File: config.mk
export PLATFORM = sky130hd
export DESIGN_NAME = key_debouncer
export DESIGN_NICKNAME = d
export VERILOG_FILES = /design/src/rtl/flappy_pkg.sv /design/src/rtl/key_debounce_lane.sv /design/src/rtl/key_debouncer.sv
export SDC_FILE = /design/constraint.sdc
export NUM_CORES = 1
export LEC_CHECK = 0
export BUFFER_PORTS_ARGS = -buffer_cell sky130_fd_sc_hd__buf_2
export CORE_MARGIN = 5
export CORE_UTILIZATION = 40
export CTS_CLUSTER_DIAMETER = 100
export DETAILED_ROUTE_END_ITERATION = 7
export PLACE_DENSITY = 0.64
export SYNTH_ARGS = -nofsm -noshare
export SYNTH_HDL_FRONTEND = slang
export SYNTH_HIERARCHICAL = 1
export SYNTH_SLANG_ARGS = --single-unit
File: constraint.sdc
create_clock -name clk -period 2.38 [get_ports clk]
set_input_delay 0.119 -clock clk [delete_from_list [all_inputs] [get_ports clk]]
set_output_delay 0.119 -clock clk [all_outputs]
set_load 0.01 [all_outputs]
File: src/rtl/flappy_pkg.sv
`default_nettype none
// +----------------------------------------------------------------------+
// | flappy_pkg: shared key-debounce state encoding and timing constants   |
// | Revision: 1.0                                                         |
// +----------------------------------------------------------------------+
package flappy_pkg;

   localparam logic [1:0] ST_RELEASED     = 2'd0;
   localparam logic [1:0] ST_PRESS_WAIT   = 2'd1;
   localparam logic [1:0] ST_PRESSED      = 2'd2;
   localparam logic [1:0] ST_RELEASE_WAIT = 2'd3;

   typedef enum logic [1:0] {
      RELEASED     = ST_RELEASED,
      PRESS_WAIT   = ST_PRESS_WAIT,
      PRESSED      = ST_PRESSED,
      RELEASE_WAIT = ST_RELEASE_WAIT
   } key_state_t;

   // 10 ms of stability at the 50 MHz system clock
   localparam int DEBOUNCE_CYCLES_50MHZ = 500000;

endpackage
`default_nettype wire

File: src/rtl/key_debounce_lane.sv
`default_nettype none
// +----------------------------------------------------------------------+
// | key_debounce_lane: two-flop synchroniser plus debounce FSM, one key   |
// | Revision: 1.0                                                         |
// +----------------------------------------------------------------------+
module key_debounce_lane
   import flappy_pkg::*;
#(
   parameter int DEBOUNCE_CYCLES = DEBOUNCE_CYCLES_50MHZ,
   parameter bit ACTIVE_LOW      = 1'b1
) (
   input  logic clk,
   input  logic reset,
   input  logic key_raw,
   output logic key_out
);

   localparam int                 CNT_W    = $clog2(DEBOUNCE_CYCLES + 1);
   localparam logic [CNT_W-1:0]   CNT_LAST = CNT_W'(DEBOUNCE_CYCLES - 1);

   logic             sync1;
   logic             sync2;
   logic             sample;
   key_state_t       state;
   logic [CNT_W-1:0] cnt;

   assign sample = sync2 ^ ACTIVE_LOW;

   // key_out only moves on the two accepting transitions, so it tracks
   // PRESSED/RELEASE_WAIT without a separate decode stage.
   always_ff @(posedge clk) begin
      if (reset) begin
         sync1   <= ACTIVE_LOW;
         sync2   <= ACTIVE_LOW;
         state   <= RELEASED;
         cnt     <= '0;
         key_out <= 1'b0;
      end else begin
         sync1 <= key_raw;
         sync2 <= sync1;
         case (state)
            RELEASED: begin
               if (sample) begin
                  state <= PRESS_WAIT;
                  cnt   <= '0;
               end
            end
            PRESS_WAIT: begin
               if (!sample) begin
                  state <= RELEASED;
               end else if (cnt == CNT_LAST) begin
                  state   <= PRESSED;
                  key_out <= 1'b1;
               end else begin
                  cnt <= cnt + 1'b1;
               end
            end
            PRESSED: begin
               if (!sample) begin
                  state <= RELEASE_WAIT;
                  cnt   <= '0;
               end
            end
            RELEASE_WAIT: begin
               if (sample) begin
                  state <= PRESSED;
               end else if (cnt == CNT_LAST) begin
                  state   <= RELEASED;
                  key_out <= 1'b0;
               end else begin
                  cnt <= cnt + 1'b1;
               end
            end
            default: begin
               state   <= RELEASED;
               key_out <= 1'b0;
            end
         endcase
      end
   end

endmodule
`default_nettype wire

File: src/rtl/key_debouncer.sv
`default_nettype none
// +----------------------------------------------------------------------+
// | key_debouncer: NUM_KEYS independent synchronise-and-debounce lanes    |
// | Revision: 1.0                                                         |
// +----------------------------------------------------------------------+
module key_debouncer
   import flappy_pkg::*;
#(
   parameter int NUM_KEYS        = 4,
   parameter int DEBOUNCE_CYCLES = DEBOUNCE_CYCLES_50MHZ,
   parameter bit ACTIVE_LOW      = 1'b1
) (
   input  logic                clk,
   input  logic                reset,
   input  logic [NUM_KEYS-1:0] key_raw,
   output logic [NUM_KEYS-1:0] key_out
);

   for (genvar i = 0; i < NUM_KEYS; i++) begin : g_lane
      key_debounce_lane #(
         .DEBOUNCE_CYCLES (DEBOUNCE_CYCLES),
         .ACTIVE_LOW      (ACTIVE_LOW)
      ) u_lane (
         .clk     (clk),
         .reset   (reset),
         .key_raw (key_raw[i]),
         .key_out (key_out[i])
      );
   end

endmodule
`default_nettype wire

; After elaboration in Yosys (flattened, before gate mapping)
; Cells that the tools add are included.
[totals]
regBits = 96
latch_bits = 0
ramBits = 0
rom_bits = 0
inputBits = 6
wordCells = 164
memories = 0
[op_classes]
add_sub_neg = 4
n_mul = 0
div = 0
magnitude_cmp = 0
n_eq_ne = 48
shift = 0
mux = 72
bitwise_logic = 0
reduce_logical = 20
[ops]
columns = op, n
row1 = $mux W19, 20
row2 = $pmux W19 S4, 4
row3 = $add A19 B1 Y19 const B, 4
row4 = $eq A19 B19 Y1 const B, 4
row5 = $mux W2, 24
row6 = $ne A2 B1 Y1 const B, 16
row7 = $pmux W2 S4, 4
row8 = $reduce_and A4 Y1, 8
row9 = $reduce_and A5 Y1, 4
row10 = $eq A2 B2 Y1 const B, 8
row11 = $mux W1, 16
row12 = $ne A2 B2 Y1 const B, 8
row13 = $ne A3 B1 Y1 const B, 4
row14 = $ne A3 B3 Y1 const B, 4
row15 = $eq A2 B1 Y1 const B, 4
row16 = $logic_not A2 Y1, 4
row17 = $pmux W1 S2, 4
row18 = $reduce_bool A2 Y1, 4

; Depth between registers and ports, before layout
; Gate-level depths: netlist of run 1.
[logic_depth]
depth_word = 4
mapped_depth = 7
depth_no_buf = 5

; By module
; The synthesis of run 1 kept the hierarchy.
[modules_own_cells]
columns = module, n_inst, cells_per_inst, area_each_um2
row1 = key_debounce_lane, 4, 141, 1277.5

; Least setup slack after synthesis of run 1
; No wires, ideal clock.
[synth_timing]
kind = register to register
from = register g_lane[0].u_lane.cnt[11]
to = register g_lane[0].u_lane.cnt[8]
setup_ns = 0.086
t_arrival_ns = 1.668
required_ns = 2.294
setup_slack_ns = 0.626
path_stages_with_launch = 7
n_path_buf = 2
period_less_slack_ns = 1.754
cell_sequence = dfxtp_1 buf_6 or4b_1 nor4_2 buf_4 a21oi_4 a221oi_2
[synth_between]
elab_chain_cells = 4
elab_cells_between_ends = 5
[synth_rtl]
columns = element, line
row1 = start: declaration, key_debounce_lane.sv:25  ; logic [CNT_W-1:0] cnt;
row2 = start signal: assignment, key_debounce_lane.sv:55  ; cnt <= cnt + 1'b1;
row3 = start signal: assignment, key_debounce_lane.sv:71  ; cnt <= cnt + 1'b1;
row4 = $eq A19 B19 Y1 (*), "key_debounce_lane.sv:51, key_debounce_lane.sv:67"
row5 = $mux W19 (*), -
row6 = $mux W19 (on tied branches), -
row7 = $pmux W19 S4 (*), -
; Mark *: on every way between the ends. The rest lies on a longest branch, timed or not. The select of a mux whose other input is x is not followed.
; A chain may end at the register's enable or synchronous reset.

==> summary.md, run 1 <==
| Metric | Value |
|---|---|
| Area share of the largest cell type after synthesis | `37.6%` |
| Largest net degree at the start of global routing | `43` |
| Later-pin clock latency in the skew report | `about 0.34 ns` |
| Crit-path max FO | `11` |
| Startpoint types | `flip-flop` |
| Arrival @ worst endpoint | `2.41 ns` |
| Die ar. | `roughly 15000 um^2` |
| H-tree depth | `3` |
| Crit-path max cell delay | `roughly 0.8 ns` |
| Hpwl dp | `7030 um` |
| Final Cycle Share | `90.3%` |
| Main synth FF type | `dfxtp_1` |
| MaxCap Viol Count | `0` |
| Initial Util | `40.7%` |
| Post-synth ARST share | `0%` |
| Met2 global-route usage | `24.1%` |
| Drt via density | `approximately 5.6` |
| Clock tree buffer depth | `2` |
| Core footprint | `~13000 um^2` |
| Total power | `3430 uW` |
| Min-Delay Path Class | `primary input to flip-flop` |
| Post-Synthesis Cells | `564` |
| Share of total power in sequential cells | `47.5%` |
| Crit-path slowest cell | `xnor2_1` |
| Dominant cell type by area after synthesis | `dfxtp_1` |
| Worst slew pin tran | `0.958 ns` |
| Post-Syn Area | `5110 um^2` |
| RePlAce Congestion | `0.757` |
| DRT Wirelength | `10400 um` |
| Commonest cells post-synth | `96 x dfxtp_1, 52 x nand2_1, 36 x a21oi_1` |
| Final count of negative-setup-slack endpoints | `0` |
| Syn nets | `574` |
| Comb pwr share | `3.7%` |
| Top post-synthesis cells by area | `dfxtp_1 38%, mux2i_1 3.9%, nand2_1 3.8%, a21oi_1 3.5%, nand4_1 3.4%` |
| Worst Path Required | `2.64 ns` |
| Slew margin rel. | `35.7%` |
| CTS Buf Count | `9` |
| DRC errors left | `0` |
| Clock share of power | `48.8%` |
| WL/cell | `between 10 and 15 um` |
| EDFF count, synth | `0` |
| Setup bufs post-CTS | `0` |
| Synth Area per Inst | `9.06 um^2` |
| DIE WIDTH | `123 um` |
| Synthesized flop and latch total | `96` |
| Fmax | `466 MHz` |
| PortBufs | `9` |
| # diodes | `0` |
| Most common cell in the netlist | `dfxtp_1` |
| Via Count | `4164` |
| Status | `complete, no violations` |
| Num ports | `10` |
| Iteration-0 DRC Markers | `approximately 310` |
| Max Slew Vio Count | `0` |
| Most Used Layer, Global Route | `met2` |
| Layout cell share with drive strength beyond 1 | `14.6%` |
| M1 GR Usage | `between 10% and 20%` |
| CTS tree | `done` |
| Critical Path Sink Type | `flip-flop` |
| # rows | `between 40 and 50` |
| Final hold violation count | `0` |
| Post-route minimum period | `about 2.1 ns` |
| Router iterations before antenna repair | `5` |
| Switching share of power | `20.7%` |
| Crit-path cells | `xnor2_1 > nand4_1 > or3_1 > a21oi_1` |
| Nets@finish | `573` |
| Global Route Usage Sum | `14.6%` |
| Die Ht | `123 um` |
| Vias in the first global route | `3938` |
| Crit Path Class | `flip-flop to flip-flop` |
| M3 GR Usage | `3.25%` |
| Unique masters post-synth | `47` |
| Worst setup slack after placement | `0.296 ns` |
| Fin worst setup slack | `0.232 ns` |
| Worst IR drop on VDD | `0.247 mV` |
| Syn. warnings | `6` |
| Clock root buffer | `clkbuf_16` |
| Initial antenna violation count | `0` |
| Post-DRT Antenna Nets | `0` |
| Num Clock Sinks | `96` |
| Setup TNS Final | `0 ns` |
| RSZ-0062 raised after global routing | `no` |
| Pleak | `roughly 0.0018 uW` |
| Internal power | `2720 uW` |
| Pwr dens | `613 nW/um^2` |
| Sequential fraction of the synthesis area | `37.6%` |
| Skew final | `0.00580 ns` |
| First-pass GRT wire length | `~18000 um` |
| Clock slew at reported path FFs | `0.07 ns` |
| Area Overhead vs Synth | `9.57%` |
| Hold path startpoint | `reset` |
| Total grt overflow | `0` |
| Switch Pwr | `709 uW` |
| CTS resizes | `0` |
-- flip-flops by register name, indices dropped and copies added, names as in the netlist, named ones only --
name and count:
g_lane.u_lane/cnt 76, g_lane.u_lane/state 4, g_lane.u_lane/sync2 4, g_lane.u_lane/key_out 4
g_lane.u_lane/sync1 4
-- cell type report --
| cell class | count | area [um^2] |
|---|---|---|
| clock buffers | 11 | 243 |
| flip-flops and latches | 96 | 1920 |
| repair buffers | 24 | 168 |
| multi-input cells | 424 | 2920 |
| inverters | 8 | 30.0 |
| clock inverters | 5 | 104 |
| fillers | 1204 | 6970 |
| well taps | 172 | 215 |
-- what timing repair did --
item	4_1_cts	5_1_grt
setup endpoints to repair	0	0
hold endpoints to repair	4	0
hold buffers	4	0
-- final timing paths --
check / end / slack [ns] / cells after the start
max: g_lane[0].u_lane/cnt[13] / 0.23 / 4
min: g_lane[2].u_lane/state[0] / 0.37 / 2
max reg2reg: g_lane[0].u_lane/cnt[13] / 0.23 / 4
min reg2reg: g_lane[1].u_lane/sync2 / 0.41 / 1
-- layer usage --
layer | routed length, um | vias to the layer above | part of all wire, %
met4 | 146 | 0 | 1.4
met3 | 391 | 10 | 3.8
met5 | 0 | - | 0
met1 | 5050 | 1988 | 48
met2 | 4820 | 64 | 46
li1 | - | 2102 | -
-- worst max-delay path: cells and delay by family (launching register included) --
kind / cells / cell delay [ns]
flops: 1 / 0.35
xor+xnor: 1 / 0.78
simple gates: 2 / 0.75
compound gates: 1 / 0.19
-- cell usage in the layout (no fill, tap or decap), types with 9 or more instances in the layout --
cell type  count
and3_1        16
mux2i_1       20
nand2_1       52
nand4_1       28
nand2b_1      20
nor2_1        16
clkbuf_16      9
buf_4         11
dfxtp_1       96
nand3_1       20
a211oi_1      12
o21ai_0       16
a21oi_1       36
nand3b_1      16
or3_1         16
buf_2          9
xor2_1        16
-- per-stage QoR --
step / util (%) / hold slack (ns) / instances / cell area, um^2
after floorplan: - / 0.223 / 564 / 5110
after global placement: 41.5 / 0.302 / 720 / 5210
after detailed placement: 41.5 / 0.304 / 720 / 5210
after CTS: 44.5 / 0.372 / 740 / 5600
after global routing: 44.5 / 0.409 / 740 / 5600
final: 44.5 / 0.371 / 740 / 5600
-- power by group through the flow --
stage / registers, uW / clock network (uW) / logic, uW
2_1_floorplan: 1660 / 0 / 98.2
3_3_place_gp: 1670 / 0 / 121
3_5_place_dp: 1670 / 0 / 123
4_1_cts: 1630 / 1710 / 129
5_1_grt: 1630 / 1780 / 142
6_report: 1630 / 1670 / 128
-- cells by family (layout without fill, tap and decap cells) --
family / Yosys count / after routing / share of synthesized area, %
buffers and inverters: 44 / 48 / 5.29
AOI/OAI and AO/OA: 128 / 128 / 18.3
and+or+nand+nor: 248 / 248 / 29.6
adders and majority gates: 4 / 4 / 0.979
xor gates and xnor gates: 20 / 20 / 3.43
DFF: 96 / 96 / 37.6
muxes: 24 / 24 / 4.80
No activity file was read; power rests on OpenSTA's default activity.
==> run 2, diff against run 1 <==
- ABC_AREA: unset -> 1
- RECOVER_POWER: unset -> 25
- SETUP_SLACK_MARGIN: unset -> 0.4
==> summary.md, run 2 <==
| Metric | Value |
|---|---|
| Final hold slack | `0.410 ns` |
| DRC errors left | `0` |
| Placed cell area | `approximately 6100 um^2` |
| Comb pwr share | `3.5%` |
| Final count of negative-setup-slack endpoints | `0` |
| Main synth FF type | `dfxtp_1` |
| Number of flip-flops in the largest register | `76` |
| Area Overhead vs Synth | `7.11%` |
| Clock share of power | `~44%` |
| Hpwl dp | `9260 um` |
| Crit Path Class | `flip-flop to flip-flop` |
| Worst IR drop on VDD | `0.379 mV` |
| Internal power | `between 2000 and 2500 uW` |
| Die Ht | `132 um` |
| Drt via density | `4.82` |
| DRT Wirelength | `13000 um` |
| Critical Path Sink Type | `flip-flop` |
| Syn nets | `954` |
| Core footprint | `14500 um^2` |
| Setup TNS Final | `0 ns` |
| Arrival @ worst endpoint | `2.02 ns` |
| Crit-path max cell delay | `0.38 ns` |
| RSZ-0062 raised after global routing | `no` |
| Clock root buffer | `clkbuf_16` |
| Commonest non-fill, non-tap cell in the layout | `nand2_1` |
| Largest net degree at the start of global routing | `29` |
| Synth Area per Inst | `6.28 um^2` |
| Initial antenna violation count | `0` |
| Num Clock Sinks | `96` |
| Switching share of power | `23.2%` |
| Post-DRT Antenna Nets | `0` |
| Initial Util | `just over 40%` |
| Synthesized flop and latch total | `96` |
| Area share of the largest cell type after synthesis | `32.4%` |
| Top post-synthesis cells by area | `dfxtp_1 32%, nand2_1 17%, nor2_1 12%, nand3_1 8.1%, inv_1 5.1%` |
| Dominant cell type by area after synthesis | `dfxtp_1` |
| Min-Delay Path Class | `flip-flop to flip-flop` |
| Final Cycle Share | `76.6%` |
| Sequential fraction of the synthesis area | `between 30% and 40%` |
| Critical Path Most Common Cell | `nor2_1` |
| # rows | `44` |
| Max Slew Vio Count | `0` |
| Nets@finish | `960` |
| CTS Buf Count | `9` |
| Clock slew at reported path FFs | `0.07 ns` |
| Via Count | `~5500` |
| Share of total power in sequential cells | `52.3%` |
| Crit-path slowest cell | `dfxtp_1` |
| MaxCap Viol Count | `0` |
| Iteration-0 DRC Markers | `roughly 400` |
| Pleak | `0.00211 uW` |
| EDFF count, synth | `0` |
| Largest register by flop count | `g_lane.u_lane/cnt` |
| Post-route minimum period | `approximately 1.8 ns` |
| Later-pin clock latency in the skew report | `0.34 ns` |
| CTS tree | `done` |
| DIE WIDTH | `132 um` |
| Highest-count cells in the layout ignoring fill and taps | `272 x nand2_1, 193 x nor2_1, 96 x nand3_1, 96 x dfxtp_1, 80 x inv_1` |
| Global Route Usage Sum | `between 15 and 20%` |
| Syn. warnings | `6` |
| Commonest cells post-synth | `272 x nand2_1, 188 x nor2_1, 96 x dfxtp_1, 96 x nand3_1, 80 x inv_1` |
| Total grt overflow | `0` |
| RePlAce Congestion | `0.854` |
| Total power | `3100 uW` |
| Crit-path max FO | `14` |
| Skew final | `~0.0062 ns` |
| Clock tree buffer depth | `2` |
| # diodes | `0` |
| Die ar. | `17400 um^2` |
| First-pass GRT wire length | `22800 um` |
| Pwr dens | `488 nW/um^2` |
| Vias in the first global route | `4839` |
| Switch Pwr | `721 uW` |
| Slew margin rel. | `between 10% and 20%` |
| Design Area, Final | `6350 um^2` |
| Post-Synthesis Cells | `944` |
| Worst Path Required | `2.58 ns` |
| Post-synth ARST share | `0%` |
| Unique masters post-synth | `25` |
| Startpoint types | `flip-flop` |
| Post-Syn Area | `5930 um^2` |
| PortBufs | `9` |
| Most common cell in the netlist | `nand2_1` |
| WL/cell | `between 10 and 15 um` |
| H-tree depth | `3` |
| Fmax | `~550 MHz` |
| Num ports | `10` |
| Final hold violation count | `0` |
| Router iterations before antenna repair | `4` |
| Crit-path cells | `ha_1 > nand2_1 > inv_2 > nand2_2 > nor2_1 > nand3_4 > nand2_4 > nor2_1 > nor2_1 > nor2_1` |
| Layout cell share with drive strength beyond 1 | `between 10% and 20%` |
| Setup bufs post-CTS | `0` |
| Worst slew pin tran | `approximately 1.3 ns` |
| Status | `complete, no violations` |
-- run 2: worst max-delay path: cells and delay by family, from the launching register on --
family / cells / cell delay (ns)
simple gates: 8 / 1.00
flops: 1 / 0.38
fa+ha+maj: 1 / 0.21
buf+inv: 1 / 0.09
-- run 2: cell type report --
cell class	instances	area, um^2
inverter	92	345
fill	1564	8180
timing repair buffer	15	86.3
clock buffer	12	246
multi-input combinational	736	3490
sequential	96	1920
tap	184	230
clock inverter	4	30.0
-- run 2: kinds of logic (layout without fill, tap and decap cells) --
family / Yosys count / after routing / share of synthesized area, %
AND/OR/NAND/NOR: 656 / 656 / 49.8
buffers and inverters: 112 / 123 / 8.35
flip-flops: 96 / 96 / 32.4
AO/OA/AOI/OAI: 52 / 52 / 4.56
XOR/XNOR: 24 / 24 / 4.05
adder cells (fa/ha/maj): 4 / 4 / 0.844
-- run 2: final timing paths --
| kind | from | to | slack (ns) | cells after the start |
|---|---|---|---|---|
| hold reg to reg | g_lane[1].u_lane/sync1 | g_lane[1].u_lane/sync2 | 0.41 | 1 |
| setup / recovery | g_lane[0].u_lane/cnt[0] | g_lane[0].u_lane/cnt[12] | 0.56 | 10 |
| hold / removal | g_lane[1].u_lane/sync1 | g_lane[1].u_lane/sync2 | 0.41 | 1 |
| setup reg to reg | g_lane[0].u_lane/cnt[0] | g_lane[0].u_lane/cnt[12] | 0.56 | 10 |
-- run 2: repair_timing --
item | CTS | global route
hold buffers | 4 | 0
resized for setup | 0 | 3
hold endpoints to repair | 4 | 0
setup endpoints to repair | 0 | 14
-- run 2: power groups by stage --
stage | sequential, uW | combinational [uW] | clock (uW)
global route | 1620 | 122 | 1490
global placement | 1660 | 105 | 0
floorplan | 1650 | 89.3 | 0
CTS | 1620 | 111 | 1420
detailed placement | 1660 | 106 | 0
finish | 1620 | 108 | 1370
-- run 2: through the flow --
step                      setup WS, ns  util (%)  cells
final                            0.558      43.7   1139
after global routing             0.331      43.7   1139
after CTS                        0.506      43.9   1139
after detailed placement         0.497      41.8   1119
after global placement           0.569      41.8   1119
after floorplan                  0.868         -    944
-- run 2: layer usage --
metal | vias up | GRT usage (%) | wire [um]
met1 | 2454 | 21.2 | 6820
met4 | 0 | 5.37 | 188
met2 | 44 | 24.0 | 5710
met5 | - | 0 | 0
li1 | 2976 | - | -
met3 | 12 | 2.18 | 268
